$ cat src/rtl/hamming_pkg.sv
// Shared types and widths for the Hamming(7,4) scrubbed register store.
// Latency: n/a (declarations only).
// Backpressure: n/a.
package hamming_pkg;

    localparam int CODE_W = 7;
    localparam int DATA_W = 4;
    localparam int CNT_W  = 16;

    typedef enum logic [1:0] {
        IDLE     = 2'd0,
        HOST_RD  = 2'd1,
        SCRUB_RD = 2'd2,
        SCRUB_WB = 2'd3
    } state_t;

endpackage

$ cat src/rtl/hamming74_decoder.sv
// Hamming(7,4) decoder with single-bit correction; layout matches hamming74_encoder.
// Latency: combinational.
// Backpressure: none.
// Ports: code (7-bit) -> data (corrected), error_detected, error_corrected.
module hamming74_decoder
    import hamming_pkg::*;
(
    input  logic [CODE_W-1:0] code,
    output logic [DATA_W-1:0] data,
    output logic              error_detected,
    output logic              error_corrected
);

    logic [2:0]        syn;
    logic [CODE_W-1:0] fixed;

    assign syn[0] = code[0] ^ code[2] ^ code[4] ^ code[6];
    assign syn[1] = code[1] ^ code[2] ^ code[5] ^ code[6];
    assign syn[2] = code[3] ^ code[4] ^ code[5] ^ code[6];

    // A non-zero syndrome names the 1-based position of the flipped bit.
    always_comb begin
        fixed = code;
        if (syn != 3'd0) begin
            fixed[syn - 3'd1] = ~code[syn - 3'd1];
        end
    end

    // Plain (7,4) has no extra parity: every non-zero syndrome is treated as correctable.
    assign error_detected  = (syn != 3'd0);
    assign error_corrected = (syn != 3'd0);
    assign data            = {fixed[6], fixed[5], fixed[4], fixed[2]};

endmodule

$ cat src/rtl/hamming74_encoder.sv
// Hamming(7,4) encoder: code[i] holds codeword position i+1 (p1 p2 d1 p3 d2 d3 d4).
// Latency: combinational.
// Backpressure: none.
// Ports: data (4-bit payload) -> code (7-bit codeword).
module hamming74_encoder
    import hamming_pkg::*;
(
    input  logic [DATA_W-1:0] data,
    output logic [CODE_W-1:0] code
);

    assign code[0] = data[0] ^ data[1] ^ data[3];
    assign code[1] = data[0] ^ data[2] ^ data[3];
    assign code[2] = data[0];
    assign code[3] = data[1] ^ data[2] ^ data[3];
    assign code[4] = data[1];
    assign code[5] = data[2];
    assign code[6] = data[3];

endmodule

$ cat src/rtl/hamming_scrub_timer.sv
// Scrub interval timer with pending flag and host-starvation guard.
// Latency: pending rises on the edge where the timer wraps; cleared when a scrub starts.
// Backpressure: starve_block asks the controller to refuse host requests until the scrub runs.
// Ports: clk, rst, scrub_en, host_accept, scrub_start -> scrub_pending, starve_block.
module hamming_scrub_timer #(
    parameter int SCRUB_INTERVAL = 256,
    parameter int STARVE_LIMIT   = 8
) (
    input  logic clk,
    input  logic rst,
    input  logic scrub_en,
    input  logic host_accept,
    input  logic scrub_start,
    output logic scrub_pending,
    output logic starve_block
);

    localparam int TW = $clog2(SCRUB_INTERVAL);
    localparam int SW = $clog2(STARVE_LIMIT + 1);
    localparam logic [TW-1:0] T_LAST = TW'(SCRUB_INTERVAL - 1);
    localparam logic [SW-1:0] S_MAX  = SW'(STARVE_LIMIT);

    logic [TW-1:0] timer;
    logic [SW-1:0] starve_cnt;
    logic          expire;

    assign expire       = scrub_en && (timer == T_LAST);
    assign starve_block = scrub_pending && (starve_cnt >= S_MAX);

    always_ff @(posedge clk) begin
        if (rst) begin
            timer         <= '0;
            scrub_pending <= 1'b0;
            starve_cnt    <= '0;
        end else begin
            if (scrub_en) begin
                timer <= expire ? '0 : timer + 1'b1;
            end
            // An expiry while already pending is simply absorbed.
            if (scrub_start) begin
                scrub_pending <= 1'b0;
            end else if (expire) begin
                scrub_pending <= 1'b1;
            end
            if (scrub_start) begin
                starve_cnt <= '0;
            end else if (scrub_pending && host_accept && (starve_cnt < S_MAX)) begin
                starve_cnt <= starve_cnt + 1'b1;
            end
        end
    end

endmodule

$ cat src/rtl/hamming_scrub_ctrl.sv
// ECC register store controller: host read/write port arbitrated against a background scrubber.
// Latency: host read response one cycle after the accepting edge; writes commit at the accepting edge.
// Backpressure: req_ready low outside IDLE and while a starved scrub is forcing its turn.
// Ports: clk, rst; host req_* / rsp_*; scrub_en; corr_cnt, uncorr_cnt, busy.
// Optional: HAMMING_ERR_INJECT_EN adds inject_mask, XORed into every stored host write.
module hamming_scrub_ctrl
    import hamming_pkg::*;
#(
    parameter int DEPTH          = 16,
    parameter int ADDR_W         = 4,
    parameter int SCRUB_INTERVAL = 256,
    parameter int STARVE_LIMIT   = 8
) (
    input  logic              clk,
    input  logic              rst,
    input  logic              req_valid,
    output logic              req_ready,
    input  logic              req_we,
    input  logic [ADDR_W-1:0] req_addr,
    input  logic [DATA_W-1:0] req_wdata,
    output logic              rsp_valid,
    output logic [DATA_W-1:0] rsp_rdata,
    output logic              rsp_err_corr,
    output logic              rsp_err_uncorr,
    input  logic              scrub_en,
    output logic [CNT_W-1:0]  corr_cnt,
    output logic [CNT_W-1:0]  uncorr_cnt,
    output logic              busy
`ifdef HAMMING_ERR_INJECT_EN
    ,
    input  logic [CODE_W-1:0] inject_mask
`endif
);

    state_t            state, state_nxt;
    logic [CODE_W-1:0] mem [DEPTH];
    logic [ADDR_W-1:0] scrub_ptr, dec_addr;
    logic [CODE_W-1:0] wr_code_raw, wr_code, wb_code, dec_code;
    logic [DATA_W-1:0] dec_data;
    logic              dec_det, dec_fix, corr, uncorr;
    logic              scrub_pending, starve_block;
    logic              host_accept, scrub_start, scrub_side, ptr_adv;
    logic              corr_inc, uncorr_inc;

    assign req_ready   = (state == IDLE) && !starve_block;
    assign host_accept = req_valid && req_ready;
    assign busy        = (state != IDLE);

    // One decoder serves both sides: host reads decode at the accepting edge (IDLE),
    // the scrubber owns the port in SCRUB_RD/SCRUB_WB.
    assign scrub_side = (state == SCRUB_RD) || (state == SCRUB_WB);
    assign dec_addr   = scrub_side ? scrub_ptr : req_addr;
    assign dec_code   = mem[dec_addr];

    hamming74_encoder u_enc_wr (.data(req_wdata), .code(wr_code_raw));
    hamming74_decoder u_dec (
        .code           (dec_code),
        .data           (dec_data),
        .error_detected (dec_det),
        .error_corrected(dec_fix)
    );
    // SCRUB_WB re-decodes the still-unmodified word, so the corrected data needs no register.
    hamming74_encoder u_enc_wb (.data(dec_data), .code(wb_code));

`ifdef HAMMING_ERR_INJECT_EN
    assign wr_code = wr_code_raw ^ inject_mask;
`else
    assign wr_code = wr_code_raw;
`endif

    assign corr   = dec_fix;
    assign uncorr = dec_det & ~dec_fix;

    hamming_scrub_timer #(
        .SCRUB_INTERVAL(SCRUB_INTERVAL),
        .STARVE_LIMIT  (STARVE_LIMIT)
    ) u_timer (
        .clk          (clk),
        .rst          (rst),
        .scrub_en     (scrub_en),
        .host_accept  (host_accept),
        .scrub_start  (scrub_start),
        .scrub_pending(scrub_pending),
        .starve_block (starve_block)
    );

    always_comb begin
        state_nxt   = state;
        scrub_start = 1'b0;
        ptr_adv     = 1'b0;
        case (state)
            IDLE: begin
                if (host_accept) begin
                    if (!req_we) state_nxt = HOST_RD;
                end else if (scrub_pending) begin
                    state_nxt   = SCRUB_RD;
                    scrub_start = 1'b1;
                end
            end
            HOST_RD: state_nxt = IDLE;
            SCRUB_RD: begin
                if (corr) begin
                    state_nxt = SCRUB_WB;
                end else begin
                    state_nxt = IDLE;
                    ptr_adv   = 1'b1;
                end
            end
            SCRUB_WB: begin
                state_nxt = IDLE;
                ptr_adv   = 1'b1;
            end
            default: state_nxt = IDLE;
        endcase
    end

    // Host and scrub events live in different states, so at most one increment per cycle.
    assign corr_inc   = ((state == HOST_RD) && rsp_err_corr)   || ((state == SCRUB_RD) && corr);
    assign uncorr_inc = ((state == HOST_RD) && rsp_err_uncorr) || ((state == SCRUB_RD) && uncorr);

    always_ff @(posedge clk) begin
        if (rst) begin
            state          <= IDLE;
            scrub_ptr      <= '0;
            rsp_valid      <= 1'b0;
            rsp_rdata      <= '0;
            rsp_err_corr   <= 1'b0;
            rsp_err_uncorr <= 1'b0;
            corr_cnt       <= '0;
            uncorr_cnt     <= '0;
            for (int i = 0; i < DEPTH; i++) begin
                mem[i] <= '0;
            end
        end else begin
            state     <= state_nxt;
            rsp_valid <= host_accept && !req_we;
            if (host_accept && !req_we) begin
                rsp_rdata      <= dec_data;
                rsp_err_corr   <= corr;
                rsp_err_uncorr <= uncorr;
            end
            if (host_accept && req_we) begin
                mem[req_addr] <= wr_code;
            end
            if (state == SCRUB_WB) begin
                mem[scrub_ptr] <= wb_code;
            end
            if (ptr_adv) begin
                scrub_ptr <= scrub_ptr + 1'b1;
            end
            if (corr_inc && (corr_cnt != '1)) begin
                corr_cnt <= corr_cnt + 1'b1;
            end
            if (uncorr_inc && (uncorr_cnt != '1)) begin
                uncorr_cnt <= uncorr_cnt + 1'b1;
            end
        end
    end

endmodule

$ cat config.mk
export PLATFORM = sky130hd
export DESIGN_NAME = hamming_scrub_ctrl
export DESIGN_NICKNAME = d
export VERILOG_FILES = /design/src/rtl/hamming_pkg.sv /design/src/rtl/hamming74_decoder.sv /design/src/rtl/hamming74_encoder.sv /design/src/rtl/hamming_scrub_timer.sv /design/src/rtl/hamming_scrub_ctrl.sv
export SDC_FILE = /design/constraint.sdc
export NUM_CORES = 1
export LEC_CHECK = 0
export CORE_ASPECT_RATIO = 1.1
export CORE_MARGIN = 2
export CORE_UTILIZATION = 37
export CTS_CLUSTER_SIZE = 12
export DETAILED_ROUTE_END_ITERATION = 16
export HOLD_SLACK_MARGIN = 0.05
export PLACE_DENSITY = 0.53
export SLEW_MARGIN = 20
export SYNTH_ARGS = -nofsm -noshare
export SYNTH_HDL_FRONTEND = slang
export SYNTH_SLANG_ARGS = --single-unit
$ cat constraint.sdc
create_clock -name clk -period 12.9 [get_ports clk]
set_clock_uncertainty 0.1 [all_clocks]
set_input_delay 1.935 -clock clk [delete_from_list [all_inputs] [get_ports clk]]
set_output_delay 1.935 -clock clk [all_outputs]
set_load 0.01 [all_outputs]
# After elaboration in Yosys (flattened, before gate mapping)

Memory sizes are Yosys's and may differ from the RTL's.
Cells that the tools add are included.

Order comparisons: 4
Bitwise gates (word level): 22
Multiplexer cells: 32
Div/mod/pow operators: 0
$mul: 0
Eq/ne operators: 7
Reductions and logical operators: 24
Shift-type cells: 0
$add $sub $neg: 5

Operators with widths:

| operator                                              | count |
|---|---|
| two-way mux 7 bit                                     | 3 |
| XOR 1 bit                                             | 21 |
| adder 16 x 1 -> 16 bit, second input constant         | 1 |
| two-way mux 1 bit                                     | 16 |
| inequality test 16 bit, second input constant         | 1 |
| OR reduction 7 bit                                    | 2 |
| logical AND 1 bit                                     | 12 |
| two-way mux 4 bit                                     | 3 |
| adder 4 x 1 -> 4 bit, second input constant           | 2 |
| adder 8 x 1 -> 8 bit, second input constant           | 1 |
| == test 8 bit, second input constant                  | 1 |
| two-way mux 2 bit                                     | 4 |
| two-way mux 8 bit                                     | 1 |
| bitwise mux 7 bit                                     | 1 |
| case mux 2 bit (3 select lines)                       | 1 |
| == test 2 bit, second input constant                  | 2 |
| >= comparator 4 bit, second input constant            | 1 |
| < comparator 3 x 4 -> 1 bit, second input constant    | 1 |
| < comparator 4 bit, second input constant             | 1 |
| OR reduction 2 bit                                    | 2 |
| binary-select mux 1 bit (select 3 bit)                | 1 |
| demux 1 bit (select 3 bit)                            | 1 |
| >= comparator 3 x 1 -> 1 bit, second input constant   | 1 |
| inequality test 3 x 2 -> 1 bit, second input constant | 1 |
| 11 further kinds                                      | 13 |

Bits in read-only memories: 0
Logic and storage cells: 104
Latch bits: 0
Memories kept: 1
Register bits: 41
RAM bits: 112

Memory list:

| memory | words | width | rd ports | clocked after memory_dff | wr ports | RTL line                 | source |
|---|---|---|---|---|---|---|---|
| mem    | 16    | 7     | 1        | 0                        | 16       | hamming_scrub_ctrl.sv:36 | `logic [CODE_W-1:0] mem [DEPTH];` |

# Logic depth before layout (Yosys ltp)

An unclocked memory read counts as a cell.

Word-level depth: 17
Mapped depth: 24
Gate-level depth less buffers: 20

# By module

Synthesis repeated with hierarchy kept, for this count alone.

Cell total of the unflattened synthesis: 793
Area, all modules: 9246.4 sq um

By module, submodules not included:

| module              | instances | area an instance (sq um) | cells each |
|---|---|---|---|
| hamming_scrub_ctrl  | 1         | 8197.9                   | 686 |
| hamming_scrub_timer | 1         | 614.3                    | 64 |
| hamming74_decoder   | 1         | 231.5                    | 29 |
| hamming74_encoder   | 2         | 101.3                    | 7 |

# Least setup slack after synthesis

Ideal clock, no wire load.

Kind: input-to-reg
Start point: input req_addr[0]
End point: memory mem[0][0], data pin
Library setup time: 0.275 ns
Buffers on the path: 4
Cell stages on the path: 20
Arrival: 6.240 ns
Data required time: 12.525 ns
Setup slack: 6.286 ns
Cells stage by stage: buf_2 mux2i_4 clkbuf_1 nor2_1 a32oi_1 nand2_1 xnor2_1 ha_1 clkbuf_1 and2_1 ha_1 or3_1 nor3b_1 mux2i_1 o311a_1 o22ai_1 or2_2 xor2_1 buf_2 a211oi_1

RTL lines:

| item               | RTL line                 | source |
|---|---|---|
| start: declaration | hamming_scrub_ctrl.sv:19 | `input logic [ADDR_W-1:0] req_addr,` |
| end: declaration   | hamming_scrub_ctrl.sv:36 |  |

==> results summary <==
The flow ran to the end, and the final reports show no timing, DRC or antenna violations. The final cycle utilization of the critical path came out at 57.6%. The placeable core region is 20600 µm². The slowest stage of the critical path is the sky130_fd_sc_hd__mux2i_4 cell. The library cells used most frequently in the layout, excluding fill and tap cells, are sky130_fd_sc_hd__nor2_1 (160), sky130_fd_sc_hd__edfxtp_1 (112), sky130_fd_sc_hd__nand2_1 (89). The die outline width came out at 142 µm. The proportion of register bits with asynchronous set or reset after synthesis is 0%. The starting DRC count in detailed routing is 456. The portion of the post-synthesis area used by sequential elements is 53.6%. The number of placed I/O pins is 54. The sum of negative setup slack came out at 0 ns. In this run the deepest clock path goes through 2 buffers.

Entering global routing, the biggest net connects 56 pins. The wire length after detailed routing came out at 21100 µm. In this run, synthesis produced a sequential element count of 153. The portion of netlist area occupied by mux cells came out at 8.84%. The full die area came out at 22300 µm². A synthesized cell averages 10.6 µm².

The post-cts gate resize count is 0. Among all flip-flop cells after synthesis, the most frequent one is sky130_fd_sc_hd__edfxtp_1. The XOR/XNOR share of the synthesized area came out at 5.23%. Sorting the synthesized cells by area gives the leading types as sky130_fd_sc_hd__edfxtp_1 (43%), sky130_fd_sc_hd__dfxtp_1 (11%), sky130_fd_sc_hd__nor2_1 (7.7%), sky130_fd_sc_hd__nand2_1 (4.3%), sky130_fd_sc_hd__mux2i_1 (3.8%). The number of antenna violations at the first check in global routing came out at 0.

The number of hold buffers added after CTS came out at 0. Subtracting the final worst setup slack from the clock period gives 7.43 ns. The buffers inserted during post-CTS setup optimization is 0.

During synthesis, Yosys emitted a total of 0 warnings. The switching power of the nets is 383 µW. In this run the static leakage power is 0.00324 µW.

In the final design database the tool counted 787 nets. The switching part of the total is 29.4%. The kind of path behind the tightest hold check is flop to flop. The clock group share of total power came out at 39.5%. The largest incremental delay on the critical path came out at 0.75 ns.

The arrival time of the worst setup path is 7.49 ns. In this run the tool buffered the top-level ports with 36 buffer cells. The area growth from synthesis to layout is 14.6%.

The post-synthesis share of cell area spent on full adders, half adders and majority gates came out at 1.12%. Setup violations remaining at the end of the flow were counted as 0. The number of buffers created by CTS is 17. Data on the critical path is required at its endpoint by 12.95 ns. The remaining routing DRC violations is 0. For this configuration, the core starts out at a cell density of 37.8%. The maximum frequency from static timing analysis is 135 MHz. TritonCTS built the clock tree. The number of routed nets with antenna violations came out at 0. The number of endpoints with negative hold slack in the final report is 0. The post-synthesis instance area is 7800 µm². Power spread over the standard cell area amounts to 146 nW/µm². Yosys mapped the design onto 64 distinct sky130hd cell types. The synthesized design devotes to its leading area cell type 43.1% of total area.

The worst-skew pair later-pin latency came out at 0.43 ns. The worst slack at placement came out at 5.08 ns. The placement row count came out at 55. STA classifies the critical path endpoint as a flop. The mean number of vias per cell came out at 5.49. Leaving out filler cells and counting taps, the final layout contains 1036. The estimated wirelength of the detail-placed design is 14700 µm. Of all nets on the critical path, the largest fanout is 18. Setup slack on the critical path of the routed design comes to 5.47 ns. The final RePlAce weighted congestion came out at 0.936. The first detailed-routing pass took 5 iterations. Setup repair after global routing left no endpoint under its margin. The final global-route overflow total is 0.

In this run the tightest slew margin relative to its limit is 19.5%. Combinational cells account for 18.4% of the total power. The tree is rooted in a sky130_fd_sc_hd__clkbuf_16. Walking the worst path, the cells encountered are clkdlybuf4s50_1, mux2i_4, mux4_2, nand2_1, nand4_2, xnor2_2, xnor3_1, and2_1, ha_1, inv_1, or4_4, mux2i_4, xnor3_1, a21oi_4, nor2_1.

The final number of max-transition violations is 0. The number of antenna diodes in the final layout is 0. The detailed-route via count came out at 5692. The largest voltage drop on the vdd net is 0.0000743 V. The synthesized instance count is 738. In the final routed layout, each cell accounts on average for 20.4 µm. For the pin with the worst max-slew slack, the measured transition is 1.20 ns.

Clock-pin slew was measured on the worst setup and hold paths at 0.07 ns. The number of max-cap violations is 0. CTS built an H-tree with a depth of 4. The first global-routing pass estimated 32600 µm of wire. Summing the areas of all and, or, nand and nor instances in the mapped netlist gives 20.3% of the synthesized area. The global-route usage over all layers came out at 19.7%. The combinational family with the most area after synthesis is simple AND/OR/NAND/NOR gates. sky130_fd_sc_hd__edfxtp_1 takes more of the synthesized area than any other cell. The worst path buffer plus inverter count is 2. The number of enable flip-flop cells after synthesis is 112. The clock net in this run drives a total of 153 sinks.

The fraction of layout instances using a drive strength above 1 is 9.62%. The floorplan die height came out at 156 µm. Grouping stages by cell kind, the critical path spends the most delay in multiplexers. The sequential cell fraction of total power is 42.1%.

STA classifies the critical path startpoint as a primary input. The worst setup path category is primary input to flop. The compound-cell area share of the yosys netlist is 6.74%. The total placed cells including tap cells is 1004. The via count of the first global-routing pass is 5665. Leaving out fill and tap cells, the most frequent cell in the layout is sky130_fd_sc_hd__nor2_1. The internal portion of the total power is 918 µW.
==> registers in the layout (all words and copies together), names as in the netlist <==
signal	count
u_timer.scrub_pending	1
u_timer.starve_cnt	4
mem	112
u_timer.timer	8
state	2
rsp_valid	1
scrub_ptr	4
corr_cnt	16
rsp_rdata	4
rsp_err_corr	1
==> synth_stat cells, drive strengths merged (2+ instances only) <==
cell type,number
a32oi,7
o21a,2
nor2,161
nand4,13
mux2i,33
a211oi,20
xnor2,20
nor3,9
and3,5
o32ai,3
xnor3,3
ha,7
or3,4
a311oi,2
a21oi,16
dfxtp,41
or2,5
mux4,13
clkbuf,19
nor3b,2
inv,10
and2,7
buf,33
o21ai,3
nand2b,21
o31ai,2
o22ai,4
edfxtp,112
mux2,3
nor2b,3
xor2,18
and4,3
nand3,26
nand3b,2
a221oi,2
nand2,89
o21bai,2
==> worst register-to-register path, cell delays in order (launching register included) <==
cell                      delay [ns]
sky130_fd_sc_hd__dfxtp_1        0.90
sky130_fd_sc_hd__inv_1          0.24
sky130_fd_sc_hd__o32ai_1        0.85
sky130_fd_sc_hd__a32oi_1        0.30
sky130_fd_sc_hd__nand3_1        0.25
sky130_fd_sc_hd__and2_1         0.35
sky130_fd_sc_hd__xnor2_1        0.15
sky130_fd_sc_hd__xnor2_1        0.15
sky130_fd_sc_hd__ha_1           0.45
sky130_fd_sc_hd__and2_1         0.20
sky130_fd_sc_hd__ha_1           0.34
sky130_fd_sc_hd__inv_1          0.08
sky130_fd_sc_hd__or4_4          0.50
sky130_fd_sc_hd__mux2i_4        0.26
sky130_fd_sc_hd__xnor3_1        0.40
sky130_fd_sc_hd__a21oi_4        0.53
sky130_fd_sc_hd__nor2_1         0.10
==> layer usage <==
| metal | up-vias | wire (µm) | track usage, % |
|---|---|---|---|
| met3 | 53 | 1360 | 3.82 |
| met4 | 0 | 865 | 9.43 |
| met1 | 2783 | 8870 | 25.2 |
| met5 | - | 0 | 0 |
| met2 | 212 | 10000 | 32.1 |
| li1 | 2644 | - | - |
==> power by group through the flow <==
stage,combinational [µW],sequential [µW],clock [µW]
floorplan,168,556,0
global placement,228,558,0
detailed placement,233,558,0
CTS,235,548,521
global route,254,549,539
finish,240,548,514
==> path summary, 6_finish.rpt <==
path / from / to / slack, ns / cells past startpoint
max: req_addr[0] / mem[4][1] / 5.47 / 15
min: rsp_rdata[2] / rsp_rdata[2] / 0.36 / 2
max reg2reg: state[1] / mem[4][1] / 6.47 / 16
min reg2reg: rsp_rdata[2] / rsp_rdata[2] / 0.36 / 2
==> kinds of logic (layout without fill, tap and decap cells) <==
kind of cell               Yosys count  after routing
and+or+nand+nor                    354            354
AOI/OAI and AO/OA                   71             71
xor gates and xnor gates            41             41
DFF                                153            153
adders and majority gates            7              7
other                                1             17
buffers and inverters               62             88
muxes                               49             49
==> final cells by class <==
cell class                      instances  area, µm²
Clock buffer                           17        425
Clock inverter                         15        179
Fill cell                            1945      11700
Inverter                               10       37.5
Multi-Input combinational cell        539       3360
Sequential cell                       153       4180
Tap cell                              256        320
Timing Repair Buffer                   46        430
==> per-stage QoR <==
stage | power [µW] | utilization [%] | hold slack (ns) | cell area (µm²)
floorplan | 723 | - | 0.340 | 7860
global placement | 786 | 40.4 | 0.353 | 8330
detailed placement | 791 | 40.4 | 0.353 | 8330
CTS | 1300 | 43.3 | 0.363 | 8940
global route | 1340 | 43.3 | 0.380 | 8940
finish | 1300 | 43.3 | 0.360 | 8940
Power figures use the tool's default switching activity.
